===== config.mk =====
export PLATFORM = sky130hd
export DESIGN_NAME = uart_tx_mmio
export DESIGN_NICKNAME = d
export VERILOG_FILES = /design/src/rtl/uart_tx_mmio.sv
export SDC_FILE = /design/constraint.sdc
export NUM_CORES = 1
export LEC_CHECK = 0
export CORE_ASPECT_RATIO = 0.8
export CORE_UTILIZATION = 50
export CTS_CLUSTER_DIAMETER = 50
export DETAILED_ROUTE_END_ITERATION = 8
export PLACE_DENSITY = 0.72
export SYNTH_ARGS = -nofsm -noshare
export SYNTH_HDL_FRONTEND = slang
export SYNTH_SLANG_ARGS = --single-unit

===== constraint.sdc =====
create_clock -name CLK75 -period 3.6 [get_ports CLK75]
set_input_delay 0.72 -clock CLK75 [delete_from_list [all_inputs] [get_ports CLK75]]
set_output_delay 0.72 -clock CLK75 [all_outputs]
set_load 0.05 [all_outputs]

===== src/rtl/uart_tx_mmio.sv =====
// rtl/uart_tx_mmio.sv - memory-mapped 8N1 UART transmitter with TX FIFO and baud divider
module uart_tx_mmio #(
  parameter int FIFO_DEPTH   = 16,
  parameter int BAUD_DIV_RST = 651
) (
  input  logic        CLK75,
  input  logic        RST,
  input  logic        SEL,
  input  logic        WE,
  input  logic        RE,
  input  logic [29:0] MADDR,
  input  logic [31:0] MDATAO,
  input  logic [3:0]  MWSTB,
  output logic [31:0] RDATA,
  output logic        TXD
);
  localparam int PW = $clog2(FIFO_DEPTH);
  localparam int CW = PW + 1;
  localparam logic [PW-1:0] PTR_ONE  = PW'(1);
  localparam logic [CW-1:0] CNT_ONE  = CW'(1);
  localparam logic [CW-1:0] CNT_FULL = CW'(FIFO_DEPTH);

  typedef enum logic [1:0] {S_IDLE, S_START, S_DATA, S_STOP} state_t;

  logic [1:0]    reg_addr;
  logic          wr_acc, rd_acc;
  logic [15:0]   baud_div;
  logic [15:0]   bit_load;
  logic          overflow;
  logic [7:0]    fifo_mem [FIFO_DEPTH];
  logic [PW-1:0] wr_ptr, rd_ptr;
  logic [CW-1:0] count;
  logic          full, empty, push_req, push, pop;
  logic [31:0]   status, rdata_next;

  state_t        state_q, state_d;
  logic [15:0]   timer_q, timer_d;
  logic [2:0]    bit_idx_q, bit_idx_d;
  logic [7:0]    shift_q, shift_d;
  logic          txd_d;

  logic unused_bits;
  assign unused_bits = ^{MADDR[29:2], MDATAO[31:16], MWSTB[3:2]};

  assign reg_addr = MADDR[1:0];
  assign wr_acc   = SEL & WE;
  assign rd_acc   = SEL & RE;

  assign full     = (count == CNT_FULL);
  assign empty    = (count == '0);
  assign push_req = wr_acc && (reg_addr == 2'd0) && MWSTB[0];
  // A simultaneous pop frees the slot, so a push to a full FIFO still lands.
  assign push     = push_req && (!full || pop);

  // A divisor of zero behaves as one cycle per bit.
  assign bit_load = (baud_div == 16'd0) ? 16'd0 : baud_div - 16'd1;

  always_ff @(posedge CLK75) begin
    if (push) fifo_mem[wr_ptr] <= MDATAO[7:0];
  end

  always_ff @(posedge CLK75 or posedge RST) begin
    if (RST) begin
      wr_ptr <= '0;
      rd_ptr <= '0;
      count  <= '0;
    end else begin
      if (push) wr_ptr <= wr_ptr + PTR_ONE;
      if (pop)  rd_ptr <= rd_ptr + PTR_ONE;
      if (push && !pop)      count <= count + CNT_ONE;
      else if (pop && !push) count <= count - CNT_ONE;
    end
  end

  always_ff @(posedge CLK75 or posedge RST) begin
    if (RST) begin
      overflow <= 1'b0;
      baud_div <= 16'(BAUD_DIV_RST);
    end else begin
      if (push_req && !push) overflow <= 1'b1;
      else if (wr_acc && (reg_addr == 2'd1) && MWSTB[0] && MDATAO[3]) overflow <= 1'b0;
      if (wr_acc && (reg_addr == 2'd2)) begin
        if (MWSTB[0]) baud_div[7:0]  <= MDATAO[7:0];
        if (MWSTB[1]) baud_div[15:8] <= MDATAO[15:8];
      end
    end
  end

  always_comb begin
    status          = '0;
    status[0]       = full;
    status[1]       = empty;
    status[2]       = (state_q != S_IDLE);
    status[3]       = overflow;
    status[CW+3:4]  = count;
  end

  always_comb begin
    rdata_next = '0;
    case (reg_addr)
      2'd1:    rdata_next = status;
      2'd2:    rdata_next = {16'd0, baud_div};
      default: rdata_next = '0;
    endcase
  end

  always_ff @(posedge CLK75 or posedge RST) begin
    if (RST)         RDATA <= '0;
    else if (rd_acc) RDATA <= rdata_next;
  end

  always_ff @(posedge CLK75 or posedge RST) begin
    if (RST) begin
      state_q   <= S_IDLE;
      timer_q   <= '0;
      bit_idx_q <= '0;
      shift_q   <= '0;
      TXD       <= 1'b1;
    end else begin
      state_q   <= state_d;
      timer_q   <= timer_d;
      bit_idx_q <= bit_idx_d;
      shift_q   <= shift_d;
      TXD       <= txd_d;
    end
  end

  // txd_d is the line level for the state being entered, keeping TXD a pure flop.
  always_comb begin
    state_d   = state_q;
    timer_d   = timer_q;
    bit_idx_d = bit_idx_q;
    shift_d   = shift_q;
    txd_d     = TXD;
    pop       = 1'b0;
    case (state_q)
      S_IDLE: begin
        txd_d = 1'b1;
        if (!empty) begin
          pop     = 1'b1;
          shift_d = fifo_mem[rd_ptr];
          timer_d = bit_load;
          state_d = S_START;
          txd_d   = 1'b0;
        end
      end
      S_START: begin
        if (timer_q == 16'd0) begin
          state_d   = S_DATA;
          timer_d   = bit_load;
          bit_idx_d = 3'd0;
          txd_d     = shift_q[0];
        end else begin
          timer_d = timer_q - 16'd1;
        end
      end
      S_DATA: begin
        if (timer_q == 16'd0) begin
          timer_d = bit_load;
          if (bit_idx_q == 3'd7) begin
            state_d = S_STOP;
            txd_d   = 1'b1;
          end else begin
            shift_d   = {1'b0, shift_q[7:1]};
            bit_idx_d = bit_idx_q + 3'd1;
            txd_d     = shift_q[1];
          end
        end else begin
          timer_d = timer_q - 16'd1;
        end
      end
      S_STOP: begin
        if (timer_q == 16'd0) begin
          if (!empty) begin
            pop     = 1'b1;
            shift_d = fifo_mem[rd_ptr];
            timer_d = bit_load;
            state_d = S_START;
            txd_d   = 1'b0;
          end else begin
            state_d = S_IDLE;
            txd_d   = 1'b1;
          end
        end else begin
          timer_d = timer_q - 16'd1;
        end
      end
      default: state_d = S_IDLE;
    endcase
  end
endmodule

==> impl_metrics.py <==
metrics = {
    "grt": {
        "grt_pass1_wl_um": 34800,
        "grt.total_usage_pct": 22.8,
        "top_usage_layer": "met1",
        "grt_pass1_vias": 6213,
        "grt_overflow": 0,
        "grt_antenna_before_repair": 0,
        "grtUsageMet2_pct": 33.9,
        "grt_util_met3_pct": 3.25,
        "grt_max_degree": 63,
        "grtUsageMet1_pct": 35.3,
    },
    "synth": {
        "synth-seq-cells": 204,
        "synth_area_leader_cell": "edfxtp_1",
        "syn-cell-area_mm2": 0.00971,
        "ys.flop_type": "edfxtp_1",
        "ys_warn_count": 0,
        "synthArstFlopShare_pct": 37.3,
        "avgSynthCellArea_um2": 13.0,
        "yosysTopAreaCellShare_pct": 39.6,
        "synth-edff-count": 128,
        "netlist_top_cells_area": "edfxtp_1 40%, dfrtp_1 18%, mux4_2 4.9%, ha_1 3.0%, mux2i_1 2.8%",
        "yosysSeqAreaShare_pct": 59.3,
        "synthCells": 749,
        "synth_cell_type_count": 67,
    },
    "timing": {
        "slew_headroom_pct": 24.3,
        "hold_violations": 0,
        "setup_tns_ns": 0,
        "period_share_pct": 94.2,
        "max_freq_ghz": 0.295,
        "whs_ns": 0.488,
        "maxSlewViolCount": 0,
        "setup_viol": 0,
        "layout_setup_ws_ns": 0.207,
        "worstMarginPinSlew_ns": 1.14,
        "clock-skew-final_ns": 0.0129,
        "rsz0062_at_grt": "no",
        "period_minus_slack_ns": 3.39,
    },
    "worst_setup_path": {
        "cp_max_fo": 4,
        "regToRegEndpoint": "count[4]$_DFFE_PP0P_",
        "slowest_stage": "fa_1",
        "r2r_start": "timer_q[0]$_DFF_PP0_",
        "crit_path_end_kind": "register",
        "rr_worst_depth": 14,
        "critPathKind": "register to register",
        "start_kind": "register",
        "path_cells": "inv_1 -> ha_1 -> nor3b_1 -> and4_1 -> a211oi_1 -> nor3_2 -> ha_1 -> inv_1 -> fa_1 -> a21o_1 -> a21oi_1 -> xnor2_1 -> nor2_1 -> xor2_1",
        "r2r_slack_ns": 0.21,
        "crit_path_max_incr_delay_ns": 0.42,
        "worstPathArrival_ns": 3.78,
        "required_ns": 3.99,
    },
    "cells_and_area": {
        "n_fill_cell": 1457,
        "syn_to_final_growth_pct": 15.1,
        "multi_input_area_mm2": 0.00364,
        "seqCellArea_mm2": 0.00575,
        "n_antenna_cell": 0,
        "drive_above_1_share_pct": 15.1,
        "fin_area_mm2": 0.0112,
        "fin_nets": 891,
    },
    "clock_tree": {
        "cts-resized-gates": 0,
        "clock-sinks": 204,
        "hold_buffers": 0,
        "clock_latency_ns": 0.51,
        "clock_path_buffers": 3,
        "postCtsSetupBuffers": 0,
        "cts_tree": "done",
        "root_buffer": "clkbuf_16",
        "path_clk_slew_ns": 0.06,
        "cts_buffers": 23,
        "cts_max_level": 1,
    },
    "job": {
        "cap_viol_max_count": 0,
    },
    "pwr": {
        "p_per_area_mw_per_mm2": 803,
        "vdd_ir_drop_max_uv": 364,
        "leakage_nw": 4.22,
    },
    "route": {
        "vias": 6436,
        "drt_iter0_markers": 537,
        "remaining_drc_errors": 0,
        "viasPerCell": 6.01,
        "totalWireLength_um": 22000,
        "dr.pass1.iters": 5,
        "wl_per_cell_um": 20.5,
        "antenna_left": 0,
    },
    "floorplanning": {
        "core_area_mm2": 0.0190,
        "dieArea_mm2": 0.0200,
        "io_pins": 104,
        "die_width_um": 158,
        "initial_core_util_pct": 51.2,
        "fp.dieH_um": 127,
        "rows": 45,
    },
    "placement": {
        "dpl_cell_area_mm2": 0.0103,
        "port_buffers": 41,
        "finalWeightedCongestion": 0.905,
        "hpwl_um": 14800,
        "place_ws_ns": 0.209,
    },
    "min_path": {
        "min_delay_path_depth": 2,
        "hp-start": "shift_q[4]$_DFFE_PP0P_",
        "hold_path_class": "register to register",
        "min_delay_worst_endpoint": "shift_q[4]$_DFFE_PP0P_",
    },
    "run_status": {
        "outcome": "completed",
    },
}
[power by group]
part           total (mW)  switching (mW)  internal, mW
Combinational        3.18            1.84          1.34
Clock                2.54           0.969          1.58
Sequential           3.25           0.447          2.80
Total                8.97            3.26          5.71
[layout by cell type, fill, tap and decap left out, types with 4 or more instances in the layout]
| master | netlist | routed |
|---|---|---|
| buf_4 | 19 | 19 |
| clkdlybuf4s50_1 | 0 | 41 |
| nand3_1 | 8 | 8 |
| mux4_2 | 21 | 21 |
| bufinv_16 | 0 | 5 |
| ha_1 | 23 | 23 |
| inv_1 | 18 | 17 |
| nor2_1 | 30 | 30 |
| o21ai_0 | 40 | 40 |
| and3_1 | 18 | 18 |
| a22oi_1 | 14 | 14 |
| nor3_1 | 25 | 25 |
| mux2i_1 | 27 | 27 |
| conb_1 | 1 | 16 |
| xor2_1 | 15 | 15 |
| dfrtp_1 | 70 | 69 |
| o32ai_1 | 8 | 8 |
| nor4_1 | 4 | 4 |
| nand2_1 | 64 | 64 |
| mux2_2 | 21 | 21 |
| o22ai_1 | 16 | 16 |
| a21oi_1 | 27 | 27 |
| edfxtp_1 | 128 | 128 |
| nor3b_1 | 5 | 5 |
| xnor2_1 | 14 | 14 |
| a32oi_1 | 4 | 4 |
| dfstp_2 | 6 | 6 |
| nand2b_1 | 5 | 5 |
| nand4_1 | 10 | 10 |
| clkbuf_16 | 0 | 23 |
| o31ai_1 | 12 | 12 |
| nor2b_1 | 14 | 14 |
[per-layer routing]
| metal | wire (um) | up-vias | part of all wire (%) |
|---|---|---|---|
| met5 | 0 | - | 0 |
| met4 | 429 | 0 | 2.0 |
| met3 | 1670 | 43 | 7.6 |
| met2 | 9670 | 293 | 44 |
| met1 | 10200 | 3210 | 46 |
| li1 | - | 2890 | - |
[worst max-delay path by stage]
| stage | slack, ns | cells after the start | endpoint | start |
|---|---|---|---|---|
| CTS | 0.25 | 14 | count[4]$_DFFE_PP0P_ | timer_q[0]$_DFF_PP0_ |
| detailed placement | 0.21 | 12 | count[4]$_DFFE_PP0P_ | SEL |
| global route | 0.03 | 14 | count[4]$_DFFE_PP0P_ | timer_q[0]$_DFF_PP0_ |
| finish | 0.21 | 14 | count[4]$_DFFE_PP0P_ | timer_q[0]$_DFF_PP0_ |
| global placement | 0.28 | 12 | count[4]$_DFFE_PP0P_ | SEL |
| floorplan | 0.42 | 16 | count[4]$_DFFE_PP0P_ | timer_q[0]$_DFF_PP0_ |
[worst max-delay path, delay by kind of cell, from the launching register on]
kind                       cells  cell delay [ns]
AOI/OAI and AO/OA              3             0.48
buffers and inverters          2             0.22
DFF                            1             0.41
and+or+nand+nor                4             1.04
adders and majority gates      3             0.84
xor gates and xnor gates       2             0.27
[final cells by class]
type	count	share of cell area, %
flip-flops and latches	204	51.5
multi-input cells	487	32.5
clock buffers	27	5.37
repair buffers	60	4.95
well taps	258	2.89
clock inverters	14	2.07
inverters	20	0.683
[cells in the mapped netlist, drive strengths merged, types with 11 or more instances]
master,n
edfxtp,128
dfrtp,70
nand2,65
o21ai,40
buf,34
nor2,30
a21oi,29
nor3,29
mux2i,27
ha,23
mux2,21
mux4,21
clkbuf,19
and3,18
inv,18
o22ai,16
a22oi,15
xnor2,15
xor2,15
nor2b,14
o31ai,12
nand4,11
[stage by stage]
step	total power, mW	util (%)	std cells
CTS	8.95	58.9	1070
global route	9.41	58.9	1070
detailed placement	6.39	54.5	1029
floorplan	5.53	-	764
finish	8.97	58.9	1070
global placement	6.28	54.5	1029
[logic make-up (layout without fill, tap and decap cells)]
family | Yosys count | after routing | synth area share (%)
DFF | 204 | 204 | 59.3
and+or+nand+nor | 202 | 202 | 11.0
AOI/OAI and AO/OA | 146 | 146 | 9.77
buffers and inverters | 73 | 121 | 3.88
muxes | 69 | 69 | 10.1
xor gates and xnor gates | 30 | 30 | 2.78
adders and majority gates | 24 | 24 | 3.17
other | 1 | 16 | 0.0386
[state kept, by name, summed over array words and instances (netlist names), 4 cells and up]
signal / cells
rd_ptr: 4
shift_q: 8
RDATA: 16
baud_div: 16
fifo_mem: 128
timer_q: 16
count: 5
wr_ptr: 4
No activity file was read; power rests on OpenSTA's default activity.
